### config.mk
export PLATFORM = sky130hd
export DESIGN_NAME = radix2_div_unit
export DESIGN_NICKNAME = d
export VERILOG_FILES = /design/src/rtl/radix2_div_unit.sv
export SDC_FILE = /design/constraint.sdc
export NUM_CORES = 1
export LEC_CHECK = 0
export BUFFER_PORTS_ARGS = -buffer_cell sky130_fd_sc_hd__clkbuf_2
export CAP_MARGIN = 20
export CORE_MARGIN = 2
export CORE_UTILIZATION = 40
export CTS_CLUSTER_DIAMETER = 100
export DETAILED_ROUTE_END_ITERATION = 16
export PLACE_DENSITY = 0.6
export SLEW_MARGIN = 15
export SYNTH_ARGS = -nofsm -noshare
export SYNTH_HDL_FRONTEND = slang
export SYNTH_SLANG_ARGS = --single-unit
### constraint.sdc
create_clock -name clk -period 6.65 [get_ports clk]
set_input_delay 0.665 -clock clk [delete_from_list [all_inputs] [get_ports clk]]
set_output_delay 0.665 -clock clk [all_outputs]
set_load 0.02 [all_outputs]
### src/rtl/radix2_div_unit.sv
// Radix-2 restoring divider for the RV32 M-extension (div/divu/rem/remu).
// One quotient bit per cycle; divide-by-zero and signed overflow optionally resolve in one cycle.
module radix2_div_unit #(
  parameter bit EARLY_OUT = 1'b1
) (
  input  logic        clk,
  input  logic        rst,
  input  logic        div_enable,
  input  logic [2:0]  funct3,
  input  logic [31:0] a,
  input  logic [31:0] b,
  output logic [31:0] f,
  output logic        div_resp
);

  typedef enum logic [1:0] {IDLE, CALC, DONE} state_t;

  state_t      state_q, state_d;
  logic [4:0]  cnt_q, cnt_d;
  logic        rem_sel_q, rem_sel_d;
  logic        neg_quo_q, neg_quo_d;
  logic        neg_rem_q, neg_rem_d;
  logic        div0_q, div0_d;
  logic        ovf_q, ovf_d;
  logic [31:0] dvd_q, dvd_d;
  logic [31:0] dvs_q, dvs_d;
  logic [31:0] rem_q, rem_d;
  logic [31:0] f_q, f_d;

  function automatic logic [31:0] apply_sign(input logic [31:0] v, input logic neg);
    return neg ? (32'd0 - v) : v;
  endfunction

  logic        is_signed, a_neg, b_neg, acc_div0, acc_ovf;
  logic [31:0] a_mag, b_mag, fast_res;

  always_comb begin
    is_signed = ~funct3[0];
    a_neg     = is_signed & a[31];
    b_neg     = is_signed & b[31];
    a_mag     = apply_sign(a, a_neg);
    b_mag     = apply_sign(b, b_neg);
    acc_div0  = (b == 32'd0);
    acc_ovf   = is_signed && (a == 32'h8000_0000) && (b == 32'hFFFF_FFFF);
    if (funct3[1]) fast_res = acc_div0 ? a : 32'd0;
    else           fast_res = acc_div0 ? 32'hFFFF_FFFF : 32'h8000_0000;
  end

  // The 33-bit partial remainder only exists as the shifted trial value; the
  // kept remainder is always below the divisor and fits in 32 bits.
  logic [32:0] shifted, diff;
  logic        fits;
  logic [31:0] rem_step, quo_step, quo_fix, rem_fix, calc_res;

  always_comb begin
    shifted  = {rem_q, dvd_q[31]};
    diff     = shifted - {1'b0, dvs_q};
    fits     = ~diff[32];
    rem_step = fits ? diff[31:0] : shifted[31:0];
    quo_step = {dvd_q[30:0], fits};
    if (div0_q)     quo_fix = 32'hFFFF_FFFF;
    else if (ovf_q) quo_fix = 32'h8000_0000;
    else            quo_fix = apply_sign(quo_step, neg_quo_q);
    rem_fix  = ovf_q ? 32'd0 : apply_sign(rem_step, neg_rem_q);
    calc_res = rem_sel_q ? rem_fix : quo_fix;
  end

  always_comb begin
    state_d   = state_q;
    cnt_d     = cnt_q;
    rem_sel_d = rem_sel_q;
    neg_quo_d = neg_quo_q;
    neg_rem_d = neg_rem_q;
    div0_d    = div0_q;
    ovf_d     = ovf_q;
    dvd_d     = dvd_q;
    dvs_d     = dvs_q;
    rem_d     = rem_q;
    f_d       = f_q;
    unique case (state_q)
      IDLE: begin
        if (div_enable && funct3[2]) begin
          rem_sel_d = funct3[1];
          neg_quo_d = a_neg ^ b_neg;
          neg_rem_d = a_neg;
          div0_d    = acc_div0;
          ovf_d     = acc_ovf;
          dvd_d     = a_mag;
          dvs_d     = b_mag;
          rem_d     = 32'd0;
          cnt_d     = 5'd0;
          if (EARLY_OUT && (acc_div0 || acc_ovf)) begin
            state_d = DONE;
            f_d     = fast_res;
          end else begin
            state_d = CALC;
          end
        end
      end
      CALC: begin
        if (!div_enable) begin
          state_d = IDLE;
          cnt_d   = 5'd0;
        end else begin
          dvd_d = quo_step;
          rem_d = rem_step;
          cnt_d = cnt_q + 5'd1;
          if (cnt_q == 5'd31) begin
            state_d = DONE;
            f_d     = calc_res;
          end
        end
      end
      DONE:    state_d = IDLE;
      default: state_d = IDLE;
    endcase
  end

  always_ff @(posedge clk or negedge rst) begin
    if (!rst) begin
      state_q   <= IDLE;
      cnt_q     <= 5'd0;
      rem_sel_q <= 1'b0;
      neg_quo_q <= 1'b0;
      neg_rem_q <= 1'b0;
      div0_q    <= 1'b0;
      ovf_q     <= 1'b0;
      dvd_q     <= 32'd0;
      dvs_q     <= 32'd0;
      rem_q     <= 32'd0;
      f_q       <= 32'd0;
    end else begin
      state_q   <= state_d;
      cnt_q     <= cnt_d;
      rem_sel_q <= rem_sel_d;
      neg_quo_q <= neg_quo_d;
      neg_rem_q <= neg_rem_d;
      div0_q    <= div0_d;
      ovf_q     <= ovf_d;
      dvd_q     <= dvd_d;
      dvs_q     <= dvs_d;
      rem_q     <= rem_d;
      f_q       <= f_d;
    end
  end

  assign f        = f_q;
  assign div_resp = (state_q == DONE);

endmodule

==> impl_metrics.ini <==
[logic_synthesis]
synth_top_area_frac = 0.286
synth_most_common_cell = o21ai_0
synth_top_cells_by_area = dfrtp_1 29%, o21ai_0 8.8%, a21oi_1 6.9%
synth_edf_count = 0
netlist_area_um2 = 12200
synth_common_cells = 214 x o21ai_0, 194 x nand2_1, 168 x a21oi_1
synth_warnings = 0
synth_top_cell_by_area = dfrtp_1
async_flop_share = 1.00
ys_types = 84
ys_ff_latch = 140
yosysSeqAreaShare = 0.286
postSynthCellCount = 1625
syn_nets = 1735
yosys_most_used_dff = dfrtp_1
syn-mean-instance-area_um2 = 7.53

[layout]
drive_gt1_frac = 0.111
synthToLayoutAreaGrowth_pct = 11.6
instances_no_fill = 2076
fillers = 3042
nets = 1777
diodes = 0

[routing]
detail_route.wl_per_cell_um = 21.0
ant_nets = 0
drt_iter0_markers = 1261
dr.pass1.iters = 7
num_vias = 12538
via_per_inst = 6.04
wirelength_um = 43500
drc_errors = 0

[clocking]
post_cts_buffers = 0
holdBufCountCts = 0
cts-buffers-inserted = 17
cts.htree.levels = 4
cts_resized = 0
cts_max_path_buffers = 2
cts.sinks = 140
clk_pin_slew_ns = 0.07
clockRootBuffer = clkbuf_16
clkLatencyLatePin_ns = 0.44
cts_tree = yes

[timing]
finalCriticalPeriod_ns = 5.51
setup_viol = 0
relSlewSlack = 0.321
fin_skew_ns = 0.0130
whs_ns = 0.242
tns_ns = 0
period_share = 0.828
maxSlewViolCount = 0
grt_setup_unrepaired = no
hold_viol = 0
fmax_ghz = 0.182
tightest_slew_ns = 1.02

[power]
p_switching_w = 0.00251
ir_drop_v = 0.000165
p_leak_nw = 5.78
combinationalPowerShare = 0.548
intPower_w = 0.00276
powerDensity_nw_per_um2 = 386
p_seq_frac = 0.251
clkPwrFrac = 0.202
p_sw_frac = 0.476

[floorplan]
initial_utilization = 0.403
die_width_um = 179
rows = 64
io-pin-count = 103
dieArea_um2 = 32000
core_area_um2 = 30300
fp.dieH_um = 179

[setup_path]
crit_fanout = 18
cp.arrival_ns = 5.84
end_kind = register
timing_worst_setup_path_type = register to register
start_kind = register
cp.required_ns = 6.98

[global_route]
grt_pass1_wl_um = 67800
antenna_found_initial = 1
grt_max_degree = 74
gr-total-overflow = 0
grt.total_usage = 0.274
grt_pass1_vias = 11668

[worst_hold_path]
hold_path_class = primary input to asynchronous set/reset pin

[flow_run]
drv_cap = 0

[placement]
io_buffers = 102
place_inst = 2044
globalplace.congestion = 0.958
hpwl_um = 32800

[run_status]
status = finished, final reports clean
logic make-up (layout without fill, tap and decap cells):
logic type      count (synthesis)  after routing  share of synthesized area
xor+xnor                      126            126                     0.0902
buf+inv                       155            210                     0.0500
fa+ha+maj                      40             40                     0.0415
compound gates                593            593                      0.296
simple gates                  540            540                      0.210
flops                         140            140                      0.286
mux                            31             31                     0.0256
cells in the final DEF, fill, tap and decap left out, types with 7 or more instances in the layout:
cell type	n
o21ai_0	214
nand2_1	194
a21oi_1	168
dfrtp_1	140
nor2_1	138
clkbuf_2	101
xnor2_1	72
inv_1	55
xor2_1	54
nor3_1	41
ha_1	39
mux2i_1	29
o31ai_1	27
a21o_1	25
nand2b_1	24
or3_1	22
nand4_1	19
buf_4	18
clkbuf_16	17
nand3_1	16
o41ai_1	16
o21a_1	14
a31oi_1	13
nor4_1	12
or4_1	12
o21ai_1	11
nor2b_1	10
o211ai_1	10
a211oi_1	9
o31a_1	9
and2_1	8
o22ai_1	8
nand3b_1	8
and3_1	7
cell type report:
type	instances	area [um^2]	share of cell area
Multi-Input combinational cell	1330	8150	0.597
Timing Repair Buffer	121	663	0.0485
Clock inverter	13	190	0.0139
Tap cell	396	495	0.0363
Inverter	57	214	0.0157
Sequential cell	140	3500	0.256
Clock buffer	19	443	0.0324
worst max-delay path: stages, from the launching register on:
cell and delay [ns]:
dfrtp_1 0.41, inv_1 0.06, ha_1 0.22, fa_1 0.46, nand2b_1 0.23, a211o_1 0.32
a21oi_2 0.29, o21a_1 0.28, o21a_1 0.46, nor2_4 0.08, inv_2 0.15, buf_4 0.29
a21oi_1 0.15, ha_1 0.26, nand3b_1 0.11, o31ai_1 0.08, mux2i_1 0.66, nor3_1 0.23
or3_1 0.40, a31oi_1 0.21, nor2_1 0.06
sequential cells by signal, summed over array words and instances (netlist names), 2 cells and up:
| register | flops |
|---|---|
| dvd_q | 32 |
| dvs_q | 32 |
| f | 32 |
| rem_q | 32 |
| cnt_q | 5 |
| state_q | 2 |
per-layer routing:
| metal | global-route usage | part of all wire | up-vias |
|---|---|---|---|
| met5 | 0 | 0 | - |
| met4 | 0.0949 | 0.030 | 0 |
| met3 | 0.0416 | 0.071 | 89 |
| met2 | 0.423 | 0.44 | 534 |
| met1 | 0.390 | 0.46 | 5952 |
| li1 | - | - | 5963 |
final timing paths:
| check | start | end | cells after the start | slack, ns |
|---|---|---|---|---|
| hold reg to reg | f[4] | f[4] | 2 | 0.48 |
| min in group clk | f[4] | f[4] | 2 | 0.48 |
| hold / removal | rst | dvs_q[12] | 1 | 0.24 |
| max in group asynchronous | rst | dvd_q[1] | 2 | 4.92 |
| setup reg to reg | dvd_q[31] | f[22] | 20 | 1.14 |
| setup / recovery | dvd_q[31] | f[22] | 20 | 1.14 |
per-stage QoR:
step | setup WS [ns] | utilization | instance area (um^2) | power [W]
2_1_floorplan | 1.89 | - | 12200 | 0.00331
3_3_place_gp | 1.47 | 0.429 | 13000 | 0.00413
3_5_place_dp | 1.29 | 0.429 | 13000 | 0.00415
4_1_cts | 1.26 | 0.450 | 13700 | 0.00523
5_1_grt | 0.774 | 0.450 | 13700 | 0.00562
6_report | 1.14 | 0.450 | 13700 | 0.00527
power by group through the flow:
stage | sequential [W] | combinational [W] | clock (W)
after detailed placement | 0.00133 | 0.00282 | 0
after floorplan | 0.00131 | 0.00200 | 0
after global routing | 0.00135 | 0.00316 | 0.00111
final | 0.00132 | 0.00289 | 0.00106
after CTS | 0.00131 | 0.00284 | 0.00107
after global placement | 0.00133 | 0.00280 | 0
No activity file was read; power rests on OpenSTA's default activity.
